**src/rtl/rv_pkg.sv**
```systemverilog
// Shared definitions for the instruction-fetch path: datapath widths, reset vector,
// and the {pc, instr} entry carried through the fetch queue.
package rv_pkg;

  localparam int unsigned XLEN    = 32;
  localparam int unsigned INSTR_W = 32;

  localparam logic [XLEN-1:0]    RESET_PC_DEFAULT = 32'h0000_0000;
  localparam logic [INSTR_W-1:0] NOP_INSTR        = 32'h0000_0013;

  typedef struct packed {
    logic [XLEN-1:0]    pc;
    logic [INSTR_W-1:0] instr;
  } fetch_entry_t;

endpackage

```
**src/rtl/fetch_queue.sv**
```systemverilog
// Two-entry FIFO of fetched {pc, instr} words; the head is always held in e0 so the
// consumer sees registered outputs. Push and pop may coincide; flush beats push.
module fetch_queue
  import rv_pkg::*;
(
  input  logic         clk_i,
  input  logic         rst_ni,
  input  logic         push_i,
  input  logic         pop_i,
  input  logic         flush_i,
  input  fetch_entry_t entry_i,
  output fetch_entry_t head_o,
  output logic [1:0]   count_o
);

  fetch_entry_t e0_q, e0_d, e1_q, e1_d;
  logic [1:0]   count_q, count_d;

  always_comb begin
    e0_d    = e0_q;
    e1_d    = e1_q;
    count_d = count_q;
    if (flush_i) begin
      count_d = 2'd0;
    end else begin
      unique case ({push_i, pop_i})
        2'b10: begin
          if (count_q == 2'd0) e0_d = entry_i;
          else                 e1_d = entry_i;
          count_d = count_q + 2'd1;
        end
        2'b01: begin
          e0_d    = e1_q;
          count_d = count_q - 2'd1;
        end
        2'b11: begin
          // Head leaves, new word appended behind whatever remains.
          if (count_q == 2'd1) begin
            e0_d = entry_i;
          end else begin
            e0_d = e1_q;
            e1_d = entry_i;
          end
        end
        default: ;
      endcase
    end
  end

  always_ff @(posedge clk_i or negedge rst_ni) begin
    if (!rst_ni) begin
      e0_q    <= '0;
      e1_q    <= '0;
      count_q <= 2'd0;
    end else begin
      e0_q    <= e0_d;
      e1_q    <= e1_d;
      count_q <= count_d;
    end
  end

  assign head_o  = e0_q;
  assign count_o = count_q;

  push_full_a: assert property (@(posedge clk_i) disable iff (!rst_ni)
    !(push_i && !pop_i && !flush_i && (count_q == 2'd2)));

endmodule

```
**src/rtl/imem_fetch_ctrl.sv**
```systemverilog
// Fetch sequencer for a 1-cycle synchronous instruction ROM: owns the fetch PC, issues
// reads only when the returned word is guaranteed a queue slot, and squashes on redirect.
module imem_fetch_ctrl
  import rv_pkg::*;
#(
  parameter logic [31:0] RESET_PC = RESET_PC_DEFAULT,
  parameter int unsigned Q_DEPTH  = 2
) (
  input  logic        clk,
  input  logic        rst_n,
  input  logic        fetch_en,
  input  logic        redirect_valid,
  input  logic [31:0] redirect_pc,
  output logic        mem_re,
  output logic [31:0] mem_a,
  input  logic [31:0] mem_rd,
  output logic        out_valid,
  input  logic        out_ready,
  output logic [31:0] out_instr,
  output logic [31:0] out_pc
);

  localparam logic [2:0] QDepth = 3'(Q_DEPTH);

  logic [31:0]  fpc_q, fpc_d;
  logic         inflight_q, inflight_d;
  logic [31:0]  inflight_pc_q, inflight_pc_d;

  logic [31:0]  redirect_aligned;
  logic [31:0]  issue_pc;
  logic         issue;
  logic         push;
  logic         pop;
  logic [2:0]   occupancy;
  logic [1:0]   q_count;
  fetch_entry_t q_head;
  fetch_entry_t q_entry;

  logic unused_redirect_lsb;
  assign unused_redirect_lsb = ^redirect_pc[1:0];

  always_comb begin
    redirect_aligned = {redirect_pc[31:2], 2'b00};
    out_valid        = (q_count != 2'd0) & ~redirect_valid;
    pop              = out_valid & out_ready;
    // A squashed in-flight word is dropped rather than pushed.
    push             = inflight_q & ~redirect_valid;
    // Words still owed to the queue after this edge, counting the read in flight.
    occupancy        = {1'b0, q_count} + {2'b00, inflight_q} - {2'b00, pop};

    if (redirect_valid) begin
      issue    = fetch_en;
      issue_pc = redirect_aligned;
    end else begin
      issue    = fetch_en & (occupancy < QDepth);
      issue_pc = fpc_q;
    end

    if (issue)               fpc_d = issue_pc + 32'd4;
    else if (redirect_valid) fpc_d = redirect_aligned;
    else                     fpc_d = fpc_q;

    inflight_d    = issue;
    inflight_pc_d = issue ? issue_pc : inflight_pc_q;

    // Gate the combinational outputs so they drop the moment reset asserts.
    mem_re = rst_n & issue;
    mem_a  = rst_n ? {2'b00, issue_pc[31:2]} : 32'd0;

    q_entry = '{pc: inflight_pc_q, instr: mem_rd};
  end

  always_ff @(posedge clk or negedge rst_n) begin
    if (!rst_n) begin
      fpc_q         <= RESET_PC;
      inflight_q    <= 1'b0;
      inflight_pc_q <= 32'd0;
    end else begin
      fpc_q         <= fpc_d;
      inflight_q    <= inflight_d;
      inflight_pc_q <= inflight_pc_d;
    end
  end

  fetch_queue u_fetch_queue (
    .clk_i   (clk),
    .rst_ni  (rst_n),
    .push_i  (push),
    .pop_i   (pop),
    .flush_i (redirect_valid),
    .entry_i (q_entry),
    .head_o  (q_head),
    .count_o (q_count)
  );

  assign out_instr = q_head.instr;
  assign out_pc    = q_head.pc;

endmodule
```
**config.mk**
```make
export PLATFORM = sky130hd
export DESIGN_NAME = imem_fetch_ctrl
export DESIGN_NICKNAME = d
export VERILOG_FILES = /design/src/rtl/rv_pkg.sv /design/src/rtl/fetch_queue.sv /design/src/rtl/imem_fetch_ctrl.sv
export SDC_FILE = /design/constraint.sdc
export NUM_CORES = 1
export LEC_CHECK = 0
export CORE_ASPECT_RATIO = 0.8
export CORE_UTILIZATION = 57
export CTS_BUF_LIST = sky130_fd_sc_hd__clkbuf_8 sky130_fd_sc_hd__clkbuf_16
export CTS_CLUSTER_DIAMETER = 100
export DETAILED_ROUTE_END_ITERATION = 7
export GPL_ROUTABILITY_DRIVEN = 0
export MAX_ROUTING_LAYER = met4
export PLACE_DENSITY = 0.94
export SKIP_CTS_REPAIR_TIMING = 1
export SYNTH_ARGS = -nofsm -noshare
export SYNTH_HDL_FRONTEND = slang
export SYNTH_SLANG_ARGS = --single-unit
```
**constraint.sdc**
```tcl
create_clock -name clk -period 8.1 [get_ports clk]
set_clock_uncertainty 0.05 [all_clocks]
set_input_delay 1.215 -clock clk [delete_from_list [all_inputs] [get_ports clk]]
set_output_delay 1.215 -clock clk [all_outputs]
set_load 0.02 [all_outputs]
```
* Word-level counts from Yosys, hierarchy flattened
Cells that the tools add are included.
** Cells by class
- Add/sub/neg operators :: 5
- Magnitude comparators :: 1
- Equal/unequal tests :: 7
- Mux-type cells :: 12
- Bitwise logic cells :: 6
- Reduce and logical (&&, ||, !) cells :: 7
** Operator list (number)
- 2-to-1 mux 64 bit :: 4
- one-hot mux 64 bit (3 select lines) :: 1
- one-hot mux 64 bit (2 select lines) :: 1
- 2-to-1 mux 32 bit :: 2
- adder 32 x 3 -> 32 bit, second input constant :: 1
- 2-to-1 mux 30 bit :: 1
- nonzero test 3 bit :: 2
- bitwise AND 1 bit :: 5
- equality test 2 x 1 -> 1 bit, second input constant :: 2
- equality test 2 bit, second input constant :: 2
- inequality test 2 bit, second input constant :: 2
- one-hot mux 2 bit (2 select lines) :: 1
- AND reduction 4 bit :: 1
- nonzero test 2 bit :: 2
- adder 2 x 1 -> 3 bit :: 1
- < comparator 3 x 2 -> 1 bit, second input constant :: 1
- AND reduction 3 bit :: 1
- subtractor 3 x 1 -> 3 bit :: 1
- adder 2 x 1 -> 2 bit, second input constant :: 1
- logical NOT 2 bit :: 1
- 2-to-1 mux 2 bit :: 1
- inequality test 2 x 1 -> 1 bit, second input constant :: 1
- subtractor 2 x 1 -> 2 bit, second input constant :: 1
- 2-to-1 mux 1 bit :: 1
- inverter 1 bit :: 1
** Storage, ports and cells
- Flip-flop bits (word level) :: 195
- Input bits :: 69
- Output and inout port bits :: 98
- Word-level logic and storage cells :: 46

* Longest topological paths before layout
Gate-level depths: netlist (run 1).
- Depth in word-level cells :: 8
- Depth in mapped cells :: 14
- Depth with buffers taken out :: 13

* Modules after synthesis
From an unflattened synthesis (run 1), not the netlist that was laid out.
** Unflattened totals
- Cells, all modules :: 731
- Area, all modules :: 9554.2 µm²
** By module, submodules not included
- fetch_queue :: instances 1, cells each 361, area an instance 5904.4 µm², seq. area each 3253.1 µm²
- imem_fetch_ctrl :: instances 1, cells each 370, area an instance 3649.8 µm², seq. area each 1626.6 µm²

* Worst setup path before layout (run 1)
No wires, ideal clock.
- Kind :: input to output
- From :: input redirect_valid
- To :: output mem_re
- Data arrival time :: 3.921 ns
- Required time :: 6.835 ns
- Setup slack :: 2.914 ns
- Cell stages on the path :: 13
- Buffers on the path :: 4
- Path through :: buf_6 -> buf_6 -> nor2_1 -> nand2_1 -> inv_1 -> ha_1 -> nand2b_1 -> fa_1 -> xor2_1 -> o21ai_0 -> buf_2 -> buf_2 -> and2_1
** Between the ends
- Cells in the longest elaborated chain, start to end :: 8
** Ends and longest elaborated chain
- start, declared :: RTL line imem_fetch_ctrl.sv:12 : input logic redirect_valid,
- inverter 1 bit (no source line)
- bitwise AND 1 bit :: RTL line imem_fetch_ctrl.sv:44 : out_valid = (q_count != 2'd0) & ~redirect_valid;
- via out_valid :: RTL line imem_fetch_ctrl.sv:17 : output logic out_valid,
- bitwise AND 1 bit :: RTL line imem_fetch_ctrl.sv:45 : pop = out_valid & out_ready;
- subtractor 3 x 1 -> 3 bit :: RTL line imem_fetch_ctrl.sv:49 : occupancy = {1'b0, q_count} + {2'b00, inflight_q} - {2'b00, pop};
- < comparator 3 x 2 -> 1 bit :: RTL line imem_fetch_ctrl.sv:55 : issue = fetch_en & (occupancy < QDepth);
- bitwise AND 1 bit :: RTL line imem_fetch_ctrl.sv:55
- 2-to-1 mux 1 bit :: RTL line imem_fetch_ctrl.sv:51 : if (redirect_valid) begin
- bitwise AND 1 bit :: RTL line imem_fetch_ctrl.sv:67 : mem_re = rst_n & issue;
- end, declared :: RTL line imem_fetch_ctrl.sv:14 : output logic mem_re,
The timed path passes the listed nets, and every way through them passes these cells.

* Final worst setup path (run 1)
- From :: input out_ready
- To :: output mem_re
** Between the ends
- Cells in the longest elaborated chain, start to end :: 6
** Ends and longest elaborated chain
- start, declared :: RTL line imem_fetch_ctrl.sv:18 : input logic out_ready,
- bitwise AND 1 bit :: RTL line imem_fetch_ctrl.sv:45
- subtractor 3 x 1 -> 3 bit :: RTL line imem_fetch_ctrl.sv:49
- < comparator 3 x 2 -> 1 bit :: RTL line imem_fetch_ctrl.sv:55
- bitwise AND 1 bit :: RTL line imem_fetch_ctrl.sv:55
- 2-to-1 mux 1 bit :: RTL line imem_fetch_ctrl.sv:51
- bitwise AND 1 bit :: RTL line imem_fetch_ctrl.sv:67
Every way passes these cells.

==> results of run 1 <==
[cells in the mapped netlist, types with 5 or more instances]
| library cell | count |
|---|---|
| inv_1 | 5 |
| xor2_1 | 7 |
| clkbuf_1 | 27 |
| mux2i_1 | 89 |
| nor3_1 | 8 |
| mux2_2 | 67 |
| nand3b_1 | 8 |
| nand3_1 | 14 |
| nand4_1 | 5 |
| nor2b_1 | 38 |
| nor2_1 | 105 |
| dfrtp_1 | 195 |
| a32o_1 | 5 |
| xnor2_1 | 25 |
| a21oi_1 | 101 |
| nand2_1 | 17 |
| buf_2 | 11 |
[cell families (layout without fill, tap and decap cells)]
family | Yosys count | after routing
buffers and inverters | 54 | 204
XOR/XNOR | 32 | 32
AND/OR/NAND/NOR | 220 | 220
adder cells (fa/ha/maj) | 5 | 5
multiplexers | 157 | 157
AO/OA/AOI/OAI | 118 | 118
other | 1 | 2
flip-flops | 195 | 195
[power by group through the flow]
stage | clock network, mW | registers, mW | logic (mW)
2_1_floorplan | 0 | 1.79 | 0.852
3_3_place_gp | 0 | 1.63 | 1.56
3_5_place_dp | 0 | 1.66 | 1.62
4_1_cts | 0.834 | 1.65 | 1.63
5_1_grt | 0.876 | 1.70 | 1.77
6_report | 0.820 | 1.64 | 1.62
[area by class of cell]
class / instances / area, um2
flip-flops and latches: 195 / 4880
fillers: 1050 / 3915
multi-input cells: 534 / 3834
repair buffers: 167 / 1670
clock buffers: 17 / 425.4
well taps: 210 / 262.8
clock inverters: 15 / 158.9
inverters: 5 / 18.77
[worst max-delay path: stages]
cell and delay, ns:
clkdlybuf4s50_1 0.50, nand2_1 0.15, inv_1 0.11, ha_1 0.23
nand2b_1 0.15, fa_1 0.38, xor2_1 0.18, o21ai_4 0.15
buf_4 0.61, and2_1 0.23, clkdlybuf4s50_1 0.61
[cell usage in the layout, fill, tap and decap left out, types with 13 or more instances in the layout]
master,synthesis,final
clkbuf_16,0,17
nand2_1,17,17
nand3_1,14,13
mux2i_1,89,89
nor2_1,105,104
a21oi_1,101,101
clkdlybuf4s50_1,0,160
dfrtp_1,195,195
xnor2_1,25,25
nor2b_1,38,38
mux2_2,67,67
[flip-flops by register name (all words and copies together), names as in the netlist]
| name | cells |
|---|---|
| u_fetch_queue.count_o | 2 |
| u_fetch_queue.head_o | 64 |
| inflight_pc_q | 32 |
| inflight_q | 1 |
| fpc_q | 32 |
| u_fetch_queue.e1_q | 64 |
[final timing paths]
kind | from | end | slack, ns | depth (start not counted)
max in group asynchronous | rst_n | u_fetch_queue.head_o[31] | 6.15 | 2
setup reg to reg | u_fetch_queue.count_o[1] | fpc_q[23] | 3.81 | 14
hold / removal | u_fetch_queue.e1_q[11] | u_fetch_queue.e1_q[11] | 0.46 | 1
hold reg to reg | u_fetch_queue.e1_q[11] | u_fetch_queue.e1_q[11] | 0.46 | 1
setup / recovery | out_ready | mem_re | 2.30 | 11
min in group asynchronous | rst_n | u_fetch_queue.head_o[42] | 0.82 | 1
[layer usage]
metal	part of all wire, %	vias to the layer above
met2	48	200
met3	5.9	20
met5	0	-
met4	1.0	0
met1	45	3131
li1	-	2984
[metrics by stage]
stage               util (%)  std cells  instance area, um2  hold WS, ns
floorplan                  -        783                8929       0.4190
global placement       70.33       1111               10670       0.4356
detailed placement     70.33       1111               10670       0.4422
CTS                    74.18       1143               11250       0.4583
global route           74.18       1143               11250       0.4698
finish                 74.18       1143               11250       0.4561
==> metrics.txt, run 1 <==
NetSw=1.497 mW; Max Freq=0.1725 GHz; Antenna Cells=0; Yosys reg bits=195; static leakage=4.979 nW; startpoint types=input port; Synth cell types=48; Internal=2.584 mW; Tot GR Track Use=26.38%; first-pass GRT wire length=31820 um; crit-path max FO=75; Final nets=994; die span in x=141.9 um; CP Data Arrival Time=4.53 ns; clock slew at reported path FFs=0.07 ns; Final min period=5.798 ns; Initial Util=58.85%; post-synthesis sequential area ratio=54.68%; CTS Buffer Depth=2; main combinational cell family by area after synthesis=multiplexers; global routing met1 resource utilization=35.50%; post-synthesis mux area share=18.59%; status=finished clean; DP Worst Slack=2.329 ns; Worst Setup Slack, final=2.302 ns; Yosys top cell by area=dfrtp_1; synth top area cells=dfrtp_1 (55%), mux2i_1 (10%), mux2_2 (8.5%); Tcrit/Tclk final=71.58%; Setup Viol. Count Final=0; Post-Synth XOR/XNOR Area=3.140%; global route hottest layer=met2; die span in y=113.9 um; clk root buf=clkbuf_16; final setup TNS=0 ns; core region area=0.01516 mm2; Hold Vio Cnt, Final=0; Synth async-reset ratio=100.0%; met2 Track Usage GR=41.12%; DR iter-0 viols=360; largest net degree at the start of global routing=121; layout cells sized above 1=12.86%; Yosys Warn Count=0; number of global-route vias before repair=6350; Min-Delay Path Class=reg -> reg; area share of the largest cell type after synthesis=54.68%; synthesis-to-layout area growth=26.05%; PD cells=362.8 mW/mm2; Switching Share=36.68%; max_slew headroom=20.96%; worst path required time=6.84 ns; Congestion Overflow GR=0; final wirelength=19480 um; Gate power share=39.6%; Max-Cap Viols=0; Seq pwr share=40.3%; H-tree levels=4; clock sinks=195; Worst Max-Slew Pin Slew=1.186 ns; Cells after Synth=782; Antenna Nets Post-Route=0; met3 Track Usage GR=5.416%; Critical Path End Type=output port; Rows=40; Vias=6335; DRC=0; via/cell ratio=5.542; critical path class=in -> out; clock power share=20.1%; IO Count=167; Compound-Gate Fraction of Synth Area=7.346%; Synth Area in Adders=0.7851%; unrepaired setup endpoints after global routing=false; die area=0.01617 mm2; post-DP HPWL=12940 um; CTS tree=done; number of flops mapped to enable cells by yosys=0; DR pass1 iterations=5; Num CTS Buffers=17; initial antenna violation count=0; WL/cell=17.04 um; Syn Area/Cell=11.41 um2; Syn Std Cell Area=0.008925 mm2; Pwr Total=4.081 mW; Skew-Pair Late Insertion Delay=0.43 ns; Most used DFF post-synth=dfrtp_1; worst vdd ir=0.2486 mV; max-slew violation count=0; Post-Synth Simple-Gate Area=12.58%; IO Port Bufs=162
Note: power is estimated with default switching activity, not from simulation.
==> run 2: changes to the inputs <==
- CORE_UTILIZATION: 57 -> 47
- PLACE_DENSITY: 0.94 -> 0.84
- clock period: 8.1 -> 4.85 ns (I/O delays scaled with it)
==> metrics.txt, run 2 (synthesized netlist as in run 1, its figures left out) <==
number of global-route vias before repair=6461 (+1.7%); Hold Vio Cnt, Final=0 (unchanged); DR iter-0 viols=335 (-6.9%); commonest non-fill, non-tap cell in the layout=dfrtp_1; Min-Delay Path Class=in -> async; CP Launch Point=u_fetch_queue.count_o[1]; max-slew violation count=0 (unchanged); Num CTS Buffers=17 (unchanged); critical path, cell by cell=inv_1 -> ha_1 -> nor2_1 -> nand2_1 -> inv_1 -> ha_1 -> nand2b_1 -> fa_1 -> xor2_1 -> o21ai_4 -> and2_1 -> clkdlybuf4s50_1; Worst Max-Slew Pin Slew=1.004 ns (-0.1817 ns); die span in y=125.3 um (+9.9%); r2r setup slk=0.55 ns (-3.26 ns); largest net degree at the start of global routing=107 (-12%); DRC=0 (unchanged); clock sinks=195 (unchanged); IO Count=167 (unchanged); DR pass1 iterations=5 (unchanged); Critical R2R Launch=u_fetch_queue.count_o[1]; max_slew headroom=33.07% (+12 points); Worst Setup Slack, final=0.3916 ns (-1.910 ns); core region area=0.01839 mm2 (+21%); CTS Buffer Depth=2 (unchanged); CP peak stage delay=0.62 ns (about the same); worst path required time=4.07 ns (-2.77 ns); startpoint types=register; Rows=44 (+10%); die span in x=156.1 um (+10%); Max-Cap Viols=0 (unchanged); layout cells sized above 1=13.14% (+0.28 points); Antenna Nets Post-Route=0 (unchanged); post-DP HPWL=13440 um (+3.9%); Core Util, Final=61.80% (-12 points); DP Worst Slack=0.3684 ns (-1.960 ns); R2R cell count=14 (unchanged); clk root buf=clkbuf_16; CP Data Arrival Time=3.68 ns (-0.85 ns); die area=0.01955 mm2 (+21%); worst vdd ir=0.4035 mV (+62%); critical path class=reg -> out; first-pass GRT wire length=33150 um (+4.2%); Final nets=997 (+0.30%); CTS tree=done; Initial Util=48.54% (-10 points); CP max-delay cell=clkdlybuf4s50_1; initial antenna violation count=3 (+3); fill cell count=1492 (+42%); Skew-Pair Late Insertion Delay=0.44 ns (about the same); Tot GR Track Use=22.31% (-4.1 points); IO Port Bufs=162 (unchanged); Pwr Total=6.889 mW (+69%); Setup Viol. Count Final=0 (unchanged); via/cell ratio=5.289 (-4.6%); Tcrit/Tclk final=91.93%; worst r2r dst=fpc_q[25]; H-tree levels=4 (unchanged); status=finished clean; WL/cell=16.71 um (-1.9%); synthesis-to-layout area growth=27.32%; Vias=6304 (-0.49%); crit-path max FO=5 (-93%); Final min period=4.458 ns; Max Freq=0.2243 GHz; PD cells=606.2 mW/mm2 (+67%); final setup TNS=0 ns (unchanged); commonest non-fill, non-tap cells in the layout=dfrtp_1 (195), clkdlybuf4s50_1 (160), nor2_1 (104), a21oi_1 (101), mux2i_1 (89); Critical Path End Type=output port; unrepaired setup endpoints after global routing=false; clock slew at reported path FFs=0.08 ns (about the same); final wirelength=19920 um (+2.3%); Congestion Overflow GR=0 (unchanged); CP Capture Point=mem_re; static leakage=4.993 nW (+0.28%)
run 2: worst min path at each step:
stage / cells past startpoint / to / start / slack, ns
global placement: 1 / u_fetch_queue.e1_q[6] / u_fetch_queue.e1_q[6] / 0.44
floorplan: 0 / fpc_q[0] / rst_n / 0.38
global route: 1 / inflight_pc_q[10] / rst_n / 0.36
detailed placement: 1 / u_fetch_queue.e1_q[6] / u_fetch_queue.e1_q[6] / 0.44
CTS: 1 / u_fetch_queue.head_o[42] / rst_n / 0.32
finish: 1 / u_fetch_queue.head_o[43] / rst_n / 0.30
run 2: power by group:
group / internal, mW / switching [mW] / leakage (nW)
Clock: 0.785 / 0.670 / 0.289
Combinational: 1.29 / 1.41 / 2.46
Sequential: 2.34 / 0.401 / 2.24
run 2: cell type report:
class                   instances  area [um2]  share of cell area [%]
clock inverters                15       188.9                   1.663
repair buffers                170        1693                   14.90
inverters                       5       18.77                  0.1652
flip-flops and latches        195        4880                   42.94
multi-input cells             534        3834                   33.74
clock buffers                  17       425.4                   3.744
diodes                          3       7.507                 0.06606
well taps                     253       316.6                   2.786
run 2: through the flow:
stage | instance area [um2] | hold WS (ns) | cells
final | 11360 | 0.2978 | 1192
after global routing | 11360 | 0.3559 | 1192
after CTS | 11360 | 0.3236 | 1189
after detailed placement | 10740 | 0.4419 | 1157
after global placement | 10740 | 0.4352 | 1157
after floorplan | 8929 | 0.3819 | 783
run 2: critical path, delay by kind of cell (launching register included):
family / cells / cell delay (ns)
AND/OR/NAND/NOR: 4 / 0.83
buffers and inverters: 3 / 0.82
adder cells (fa/ha/maj): 3 / 0.82
flip-flops: 1 / 0.43
AO/OA/AOI/OAI: 1 / 0.16
XOR/XNOR: 1 / 0.18
run 2: per-layer routing:
layer	global-route usage (%)	routed length, um	vias up
met3	6.343	1294	19
li1	-	-	3010
met5	-	0	-
met1	30.30	9352	3110
met4	6.228	269	0
met2	32.59	9007	165
